<file path="src/rtl/svc_rv_redir_ctrl_if.sv">
// Redirect-controller bus: PC-change requests in, PC-stage select/targets out.
interface svc_rv_redir_ctrl_if #(
    parameter int unsigned XLEN    = 32,
    parameter int unsigned EPOCH_W = 2
);
    logic               stall_pc;
    logic               trap_valid;
    logic [XLEN-1:0]    trap_tgt;
    logic               ex_redir_valid;
    logic [XLEN-1:0]    ex_redir_tgt;
    logic               id_pred_valid;
    logic [XLEN-1:0]    id_pred_tgt;
    logic               btb_pred_valid;
    logic [XLEN-1:0]    btb_tgt;
    logic [1:0]         pc_sel;
    logic [XLEN-1:0]    pc_redir_tgt;
    logic [XLEN-1:0]    pred_tgt;
    logic               btb_pred_taken;
    logic               flush_if;
    logic [EPOCH_W-1:0] epoch;

    modport slave (
        input  stall_pc, trap_valid, trap_tgt, ex_redir_valid, ex_redir_tgt,
               id_pred_valid, id_pred_tgt, btb_pred_valid, btb_tgt,
        output pc_sel, pc_redir_tgt, pred_tgt, btb_pred_taken, flush_if, epoch
    );

    modport master (
        output stall_pc, trap_valid, trap_tgt, ex_redir_valid, ex_redir_tgt,
               id_pred_valid, id_pred_tgt, btb_pred_valid, btb_tgt,
        input  pc_sel, pc_redir_tgt, pred_tgt, btb_pred_taken, flush_if, epoch
    );
endinterface

</file>
<file path="src/rtl/svc_rv_redir_ctrl.sv">
// Front-end redirect arbiter: merges trap/EX/ID/BTB PC changes, holds them across
// PC stalls, and produces the wrong-path flush window and fetch epoch.
module svc_rv_redir_ctrl #(
    parameter int unsigned XLEN         = 32,
    parameter int unsigned FLUSH_CYCLES = 2,
    parameter int unsigned EPOCH_W      = 2
) (
    input  logic               clk,
    input  logic               rst,
    svc_rv_redir_ctrl_if.slave bus
);
    localparam int unsigned CNT_W = (FLUSH_CYCLES > 0) ? $clog2(FLUSH_CYCLES + 1) : 1;

    // Encoding order is the priority order; a larger value wins.
    typedef enum logic [2:0] {
        CLS_NONE = 3'd0,
        CLS_BTB  = 3'd1,
        CLS_ID   = 3'd2,
        CLS_EX   = 3'd3,
        CLS_TRAP = 3'd4
    } cls_e;

    typedef enum logic {IDLE, HOLD} state_e;

    state_e             state_q,    state_d;
    cls_e               pend_cls_q, pend_cls_d;
    logic [XLEN-1:0]    pend_tgt_q, pend_tgt_d;
    logic [CNT_W-1:0]   cnt_q,      cnt_d;
    logic [EPOCH_W-1:0] epoch_q,    epoch_d;

    cls_e            live_cls, pend_vis, eff_cls;
    logic [XLEN-1:0] live_tgt, eff_tgt;
    logic            flush;

    assign flush        = (cnt_q != '0);
    assign bus.flush_if = flush;
    assign bus.epoch    = epoch_q;

    always_ff @(posedge clk) begin
        if (rst) begin
            state_q    <= IDLE;
            pend_cls_q <= CLS_NONE;
            pend_tgt_q <= '0;
            cnt_q      <= '0;
            epoch_q    <= '0;
        end else begin
            state_q    <= state_d;
            pend_cls_q <= pend_cls_d;
            pend_tgt_q <= pend_tgt_d;
            cnt_q      <= cnt_d;
            epoch_q    <= epoch_d;
        end
    end

    always_comb begin
        state_d            = state_q;
        pend_cls_d         = pend_cls_q;
        pend_tgt_d         = pend_tgt_q;
        cnt_d              = cnt_q;
        epoch_d            = epoch_q;
        live_cls           = CLS_NONE;
        live_tgt           = '0;
        pend_vis           = CLS_NONE;
        eff_cls            = CLS_NONE;
        eff_tgt            = '0;
        bus.pc_sel         = 2'd0;
        bus.pc_redir_tgt   = '0;
        bus.pred_tgt       = '0;
        bus.btb_pred_taken = 1'b0;

        // Predictions are wrong-path while the flush window is open.
        if (bus.trap_valid) begin
            live_cls = CLS_TRAP;
            live_tgt = bus.trap_tgt;
        end else if (bus.ex_redir_valid) begin
            live_cls = CLS_EX;
            live_tgt = bus.ex_redir_tgt;
        end else if (bus.id_pred_valid && !flush) begin
            live_cls = CLS_ID;
            live_tgt = bus.id_pred_tgt;
        end else if (bus.btb_pred_valid && !flush) begin
            live_cls = CLS_BTB;
            live_tgt = bus.btb_tgt;
        end

        if (state_q == HOLD && !(flush && pend_cls_q <= CLS_ID)) begin
            pend_vis = pend_cls_q;
        end

        // Live wins a tie of class against the held request.
        if (pend_vis > live_cls) begin
            eff_cls = pend_vis;
            eff_tgt = pend_tgt_q;
        end else begin
            eff_cls = live_cls;
            eff_tgt = live_tgt;
        end

        case (eff_cls)
            CLS_TRAP, CLS_EX: begin
                bus.pc_sel       = 2'd2;
                bus.pc_redir_tgt = eff_tgt;
            end
            CLS_ID: begin
                bus.pc_sel   = 2'd1;
                bus.pred_tgt = eff_tgt;
            end
            CLS_BTB: begin
                bus.pc_sel         = 2'd1;
                bus.pred_tgt       = eff_tgt;
                bus.btb_pred_taken = 1'b1;
            end
            default: ;
        endcase

        if (bus.stall_pc) begin
            state_d    = (eff_cls == CLS_NONE) ? IDLE : HOLD;
            pend_cls_d = eff_cls;
            pend_tgt_d = eff_tgt;
        end else begin
            state_d    = IDLE;
            pend_cls_d = CLS_NONE;
            pend_tgt_d = '0;
            if (eff_cls == CLS_TRAP || eff_cls == CLS_EX) begin
                cnt_d   = CNT_W'(FLUSH_CYCLES);
                epoch_d = epoch_q + EPOCH_W'(1);
            end else if (cnt_q != '0) begin
                cnt_d = cnt_q - CNT_W'(1);
            end
        end
    end
endmodule

</file>
<file path="src/flat_wrapper.sv">
// flat-port wrapper written by rule: the top's interface ports become plain ports
module svc_rv_redir_ctrl_flat 
#(
    parameter int unsigned XLEN         = 32,
    parameter int unsigned FLUSH_CYCLES = 2,
    parameter int unsigned EPOCH_W      = 2
)
  (clk, rst, bus_stall_pc, bus_trap_valid, bus_trap_tgt, bus_ex_redir_valid, bus_ex_redir_tgt, bus_id_pred_valid, bus_id_pred_tgt, bus_btb_pred_valid, bus_btb_tgt, bus_pc_sel, bus_pc_redir_tgt, bus_pred_tgt, bus_btb_pred_taken, bus_flush_if, bus_epoch);
  svc_rv_redir_ctrl_if #(.XLEN(XLEN), .EPOCH_W(EPOCH_W)) bus_i ();
  input  logic clk;
  input  logic rst;
  input wire logic [$bits(bus_i.stall_pc)-1:0] bus_stall_pc;
  input wire logic [$bits(bus_i.trap_valid)-1:0] bus_trap_valid;
  input wire logic [$bits(bus_i.trap_tgt)-1:0] bus_trap_tgt;
  input wire logic [$bits(bus_i.ex_redir_valid)-1:0] bus_ex_redir_valid;
  input wire logic [$bits(bus_i.ex_redir_tgt)-1:0] bus_ex_redir_tgt;
  input wire logic [$bits(bus_i.id_pred_valid)-1:0] bus_id_pred_valid;
  input wire logic [$bits(bus_i.id_pred_tgt)-1:0] bus_id_pred_tgt;
  input wire logic [$bits(bus_i.btb_pred_valid)-1:0] bus_btb_pred_valid;
  input wire logic [$bits(bus_i.btb_tgt)-1:0] bus_btb_tgt;
  output wire logic [$bits(bus_i.pc_sel)-1:0] bus_pc_sel;
  output wire logic [$bits(bus_i.pc_redir_tgt)-1:0] bus_pc_redir_tgt;
  output wire logic [$bits(bus_i.pred_tgt)-1:0] bus_pred_tgt;
  output wire logic [$bits(bus_i.btb_pred_taken)-1:0] bus_btb_pred_taken;
  output wire logic [$bits(bus_i.flush_if)-1:0] bus_flush_if;
  output wire logic [$bits(bus_i.epoch)-1:0] bus_epoch;
  assign bus_i.stall_pc = bus_stall_pc;
  assign bus_i.trap_valid = bus_trap_valid;
  assign bus_i.trap_tgt = bus_trap_tgt;
  assign bus_i.ex_redir_valid = bus_ex_redir_valid;
  assign bus_i.ex_redir_tgt = bus_ex_redir_tgt;
  assign bus_i.id_pred_valid = bus_id_pred_valid;
  assign bus_i.id_pred_tgt = bus_id_pred_tgt;
  assign bus_i.btb_pred_valid = bus_btb_pred_valid;
  assign bus_i.btb_tgt = bus_btb_tgt;
  assign bus_pc_sel = bus_i.pc_sel;
  assign bus_pc_redir_tgt = bus_i.pc_redir_tgt;
  assign bus_pred_tgt = bus_i.pred_tgt;
  assign bus_btb_pred_taken = bus_i.btb_pred_taken;
  assign bus_flush_if = bus_i.flush_if;
  assign bus_epoch = bus_i.epoch;
  svc_rv_redir_ctrl #(.XLEN(XLEN), .FLUSH_CYCLES(FLUSH_CYCLES), .EPOCH_W(EPOCH_W)) u_core (.clk(clk), .rst(rst), .bus(bus_i));
endmodule
</file>
<file path="config.mk">
export PLATFORM = sky130hd
export DESIGN_NAME = svc_rv_redir_ctrl_flat
export DESIGN_NICKNAME = d
export VERILOG_FILES = /design/src/rtl/svc_rv_redir_ctrl_if.sv /design/src/rtl/svc_rv_redir_ctrl.sv /design/src/flat_wrapper.sv
export SDC_FILE = /design/constraint.sdc
export NUM_CORES = 1
export LEC_CHECK = 0
export ABC_AREA = 1
export BUFFER_PORTS_ARGS = -buffer_cell sky130_fd_sc_hd__buf_2
export CORE_MARGIN = 8
export CORE_UTILIZATION = 40
export CTS_CLUSTER_SIZE = 24
export DETAILED_ROUTE_END_ITERATION = 10
export PLACE_DENSITY = 0.76
export SLEW_MARGIN = 20
export SYNTH_ARGS = -nofsm -noshare
export SYNTH_HDL_FRONTEND = slang
export SYNTH_SLANG_ARGS = --single-unit
</file>
<file path="constraint.sdc">
create_clock -name clk -period 2.8 [get_ports clk]
set_input_delay 0.14 -clock clk [delete_from_list [all_inputs] [get_ports clk]]
set_output_delay 0.14 -clock clk [all_outputs]
set_load 0.01 [all_outputs]
</file>
==> flow_summary.json <==
{
  "slowest_stage": "dfxtp_2",
  "track_usage": 0.2437,
  "syn_inst": 478,
  "slew_viol_final": 0,
  "start_util": 0.4154,
  "fin_ws_ps": -129.6,
  "cts_root_buf": "clkbuf_8",
  "vdd_drop_max_uv": 299.8,
  "syn_area_per_cell_um2": 5.937,
  "violations": "setup timing",
  "layout.cells.non_filler": 789,
  "grt_max_degree": 57,
  "h-tree-depth": 2,
  "ioPinCount": 205,
  "rows": 30,
  "hpwl_mm": 8.600,
  "grt_pass1_wl_mm": 19.83,
  "fin_skew_ps": 9.493,
  "slew_headroom": 0.5840,
  "die_area_mm2": 0.01005,
  "via_count": 4160,
  "cts_buffers": 5,
  "gp_congestion": 0.9079,
  "dp.cells": 754,
  "crit_type": "flop to output pin",
  "antenna_found_initial": 0,
  "coreArea_mm2": 0.006832,
  "finalCriticalPeriod_ps": 2930,
  "clock_path_buffers": 2,
  "cts_tree": "done",
  "final_antenna_net_count": 0,
  "clkSinkCount": 40,
  "wl_per_cell_um": 16.80,
  "final_area_mm2": 0.004682,
  "powerDensity_mw_per_mm2": 513.0,
  "fmax_mhz": 341.3,
  "cts.clk_slew.worst_paths_ps": 80,
  "synthDistinctLibCells": 26,
  "overflow": 0,
  "maxCapViolations": 0,
  "dieWidth_um": 100.2,
  "hold_viol_final": 0,
  "drtIter0Drc": 277,
  "crit_arrival_ps": 2790,
  "io_buffer_count": 204,
  "dr.pass1.iters": 5,
  "wirelength_mm": 13.26,
  "die_y_um": 100.2,
  "hp-class": "input pin to flop",
  "drive_gt1_frac": 0.4545,
  "path_cells": "inv_2 > ha_4 > nand3b_1 > a21oi_2 > ha_4 > nand3_4 > a21boi_4 > nand2_1 > nand2_2 > nand2_4 > buf_12 > nand2_8 > nand2_8 > nor2_1 > buf_2",
  "setup_viol": 66,
  "ctsHoldBuffers": 0,
  "ys_ff_latch": 40,
  "worst_pin_slew_ps": 623.0,
  "worstPathRequired_ps": 2660,
  "post-route-period-util": 1.046,
  "rsz0062_at_grt": "yes",
  "synth-seq-area-share": 0.2822,
  "netlist_area_mm2": 0.002838,
  "routed_via_density": 5.272,
  "clock_latency_ps": 300,
  "synthesis.nets": 617,
  "drc": 0,
  "leakagePower_nw": 2.417,
  "yosys_warnings": 0,
  "worstPathMaxFanout": 8,
  "place_area_mm2": 0.003913,
  "start_kind": "flop",
  "area_delta_synth_final_pct": 64.99,
  "critPathMaxStageDelay_ps": 330,
  "first_global_vias": 4125,
  "power.total_mw": 2.402,
  "n_antenna_cell": 0,
  "endpoint_kind": "output pin",
  "pre_cts_slack_ps": -52.42,
  "fin_nets": 831,
  "status": "finished, violations left"
}
==> cells by family (layout without fill, tap and decap cells) <==
group / count (synthesis) / count (layout) / share of synthesized area
compound gates: 138 / 138 / 0.2734
buf+inv: 54 / 265 / 0.08465
fa+ha+maj: 4 / 4 / 0.01764
flops: 40 / 40 / 0.2822
simple gates: 241 / 245 / 0.3391
xor+xnor: 1 / 1 / 0.003087
==> state kept, by name, summed over array words and instances (netlist names) <==
name	count
u_core.pend_cls_q	3
u_core.cnt_q	2
u_core.pend_tgt_q	32
u_core.state_q	1
u_core.bus.epoch	2
==> critical path: cells and delay by family (launching register included) <==
family	cells	cell delay (ps)
buf+inv	3	330
flops	1	330
compound gates	2	500
simple gates	8	900
fa+ha+maj	2	420
==> cell usage in the layout (no fill, tap or decap), types with 16 or more instances in the layout <==
cell type | netlist | routed
nand2_1 | 117 | 105
a22oi_1 | 28 | 28
buf_2 | 12 | 202
a21oi_1 | 36 | 34
buf_4 | 0 | 29
o21ai_0 | 40 | 38
nor2_2 | 0 | 16
nor2_1 | 103 | 84
o21ai_1 | 30 | 27
dfxtp_1 | 40 | 38
==> layer usage <==
| layer | track usage | part of all wire | vias to the layer above |
|---|---|---|---|
| met5 | 0 | 0 | - |
| met4 | 0.08372 | 0.026 | 0 |
| met3 | 0.07059 | 0.097 | 28 |
| met2 | 0.4436 | 0.50 | 210 |
| met1 | 0.2610 | 0.38 | 1905 |
| li1 | - | - | 2017 |
==> per-stage QoR <==
step	hold slack, ps	TNS (ps)	util
detailed placement	345.6	-1128	0.5727
global placement	336.8	0	0.5727
global route	15.55	-13490	0.6853
floorplan	209.1	0	-
CTS	22.20	-155.1	0.6443
finish	18.58	-4402	0.6853
==> Yosys cell counts <==
cell type    n  area [um^2]
nor3_1       1        5.000
nand2_2      3        18.77
buf_1        1        3.750
a21oi_2      1        8.760
ha_1         4        50.05
buf_2       12        60.06
nand3b_1     1        7.510
o21ai_0     40        200.2
nand4_1      2        12.51
o21ai_2      1        8.760
a31oi_1      1        6.260
inv_2        4        15.01
a22oi_1     28        210.2
buf_6        3        33.78
clkbuf_1    19        71.32
o21ai_1     30        150.1
xor2_1       1        8.760
nand2_1    117        439.2
nor2_1     103        386.6
nand3_1     10        50.05
a21boi_2     1        11.26
a21oi_1     36        180.2
nand2_4      2        22.52
nand3_2      2        20.02
inv_1       15        56.30
dfxtp_1     40        800.8
==> path summary, 6_finish.rpt <==
| check | startpoint | depth (start not counted) | end | slack [ps] |
|---|---|---|---|---|
| max | u_core.cnt_q[0] | 15 | bus_pc_redir_tgt[31] | -130 |
| min | rst | 2 | u_core.cnt_q[1] | 20 |
| max reg2reg | u_core.cnt_q[0] | 17 | u_core.bus.epoch[0] | 150 |
| min reg2reg | u_core.bus.epoch[1] | 2 | u_core.bus.epoch[1] | 500 |
==> power breakdown <==
part	switching (mW)	internal [mW]	total [mW]
clock network	0.205	0.291	0.496
logic	0.756	0.520	1.28
registers	0.0183	0.611	0.630
==> timing repair <==
item | in CTS | in global routing
setup endpoints to repair | 67 | 67
cloned | 6 | 1
pin swaps | 45 | 14
resized for setup | 39 | 46
setup buffers | 9 | 11
endpoints found under the hold margin | 0 | 0
==> cell type report <==
class / instances / area (um^2)
Timing Repair Buffer: 238 / 1371
Inverter: 19 / 71.32
Sequential cell: 40 / 803.3
Clock inverter: 2 / 38.79
Multi-Input combinational cell: 388 / 2195
Clock buffer: 6 / 82.58
Fill cell: 637 / 2150
Tap cell: 96 / 120.1
(Power assumes the default switching activity.)
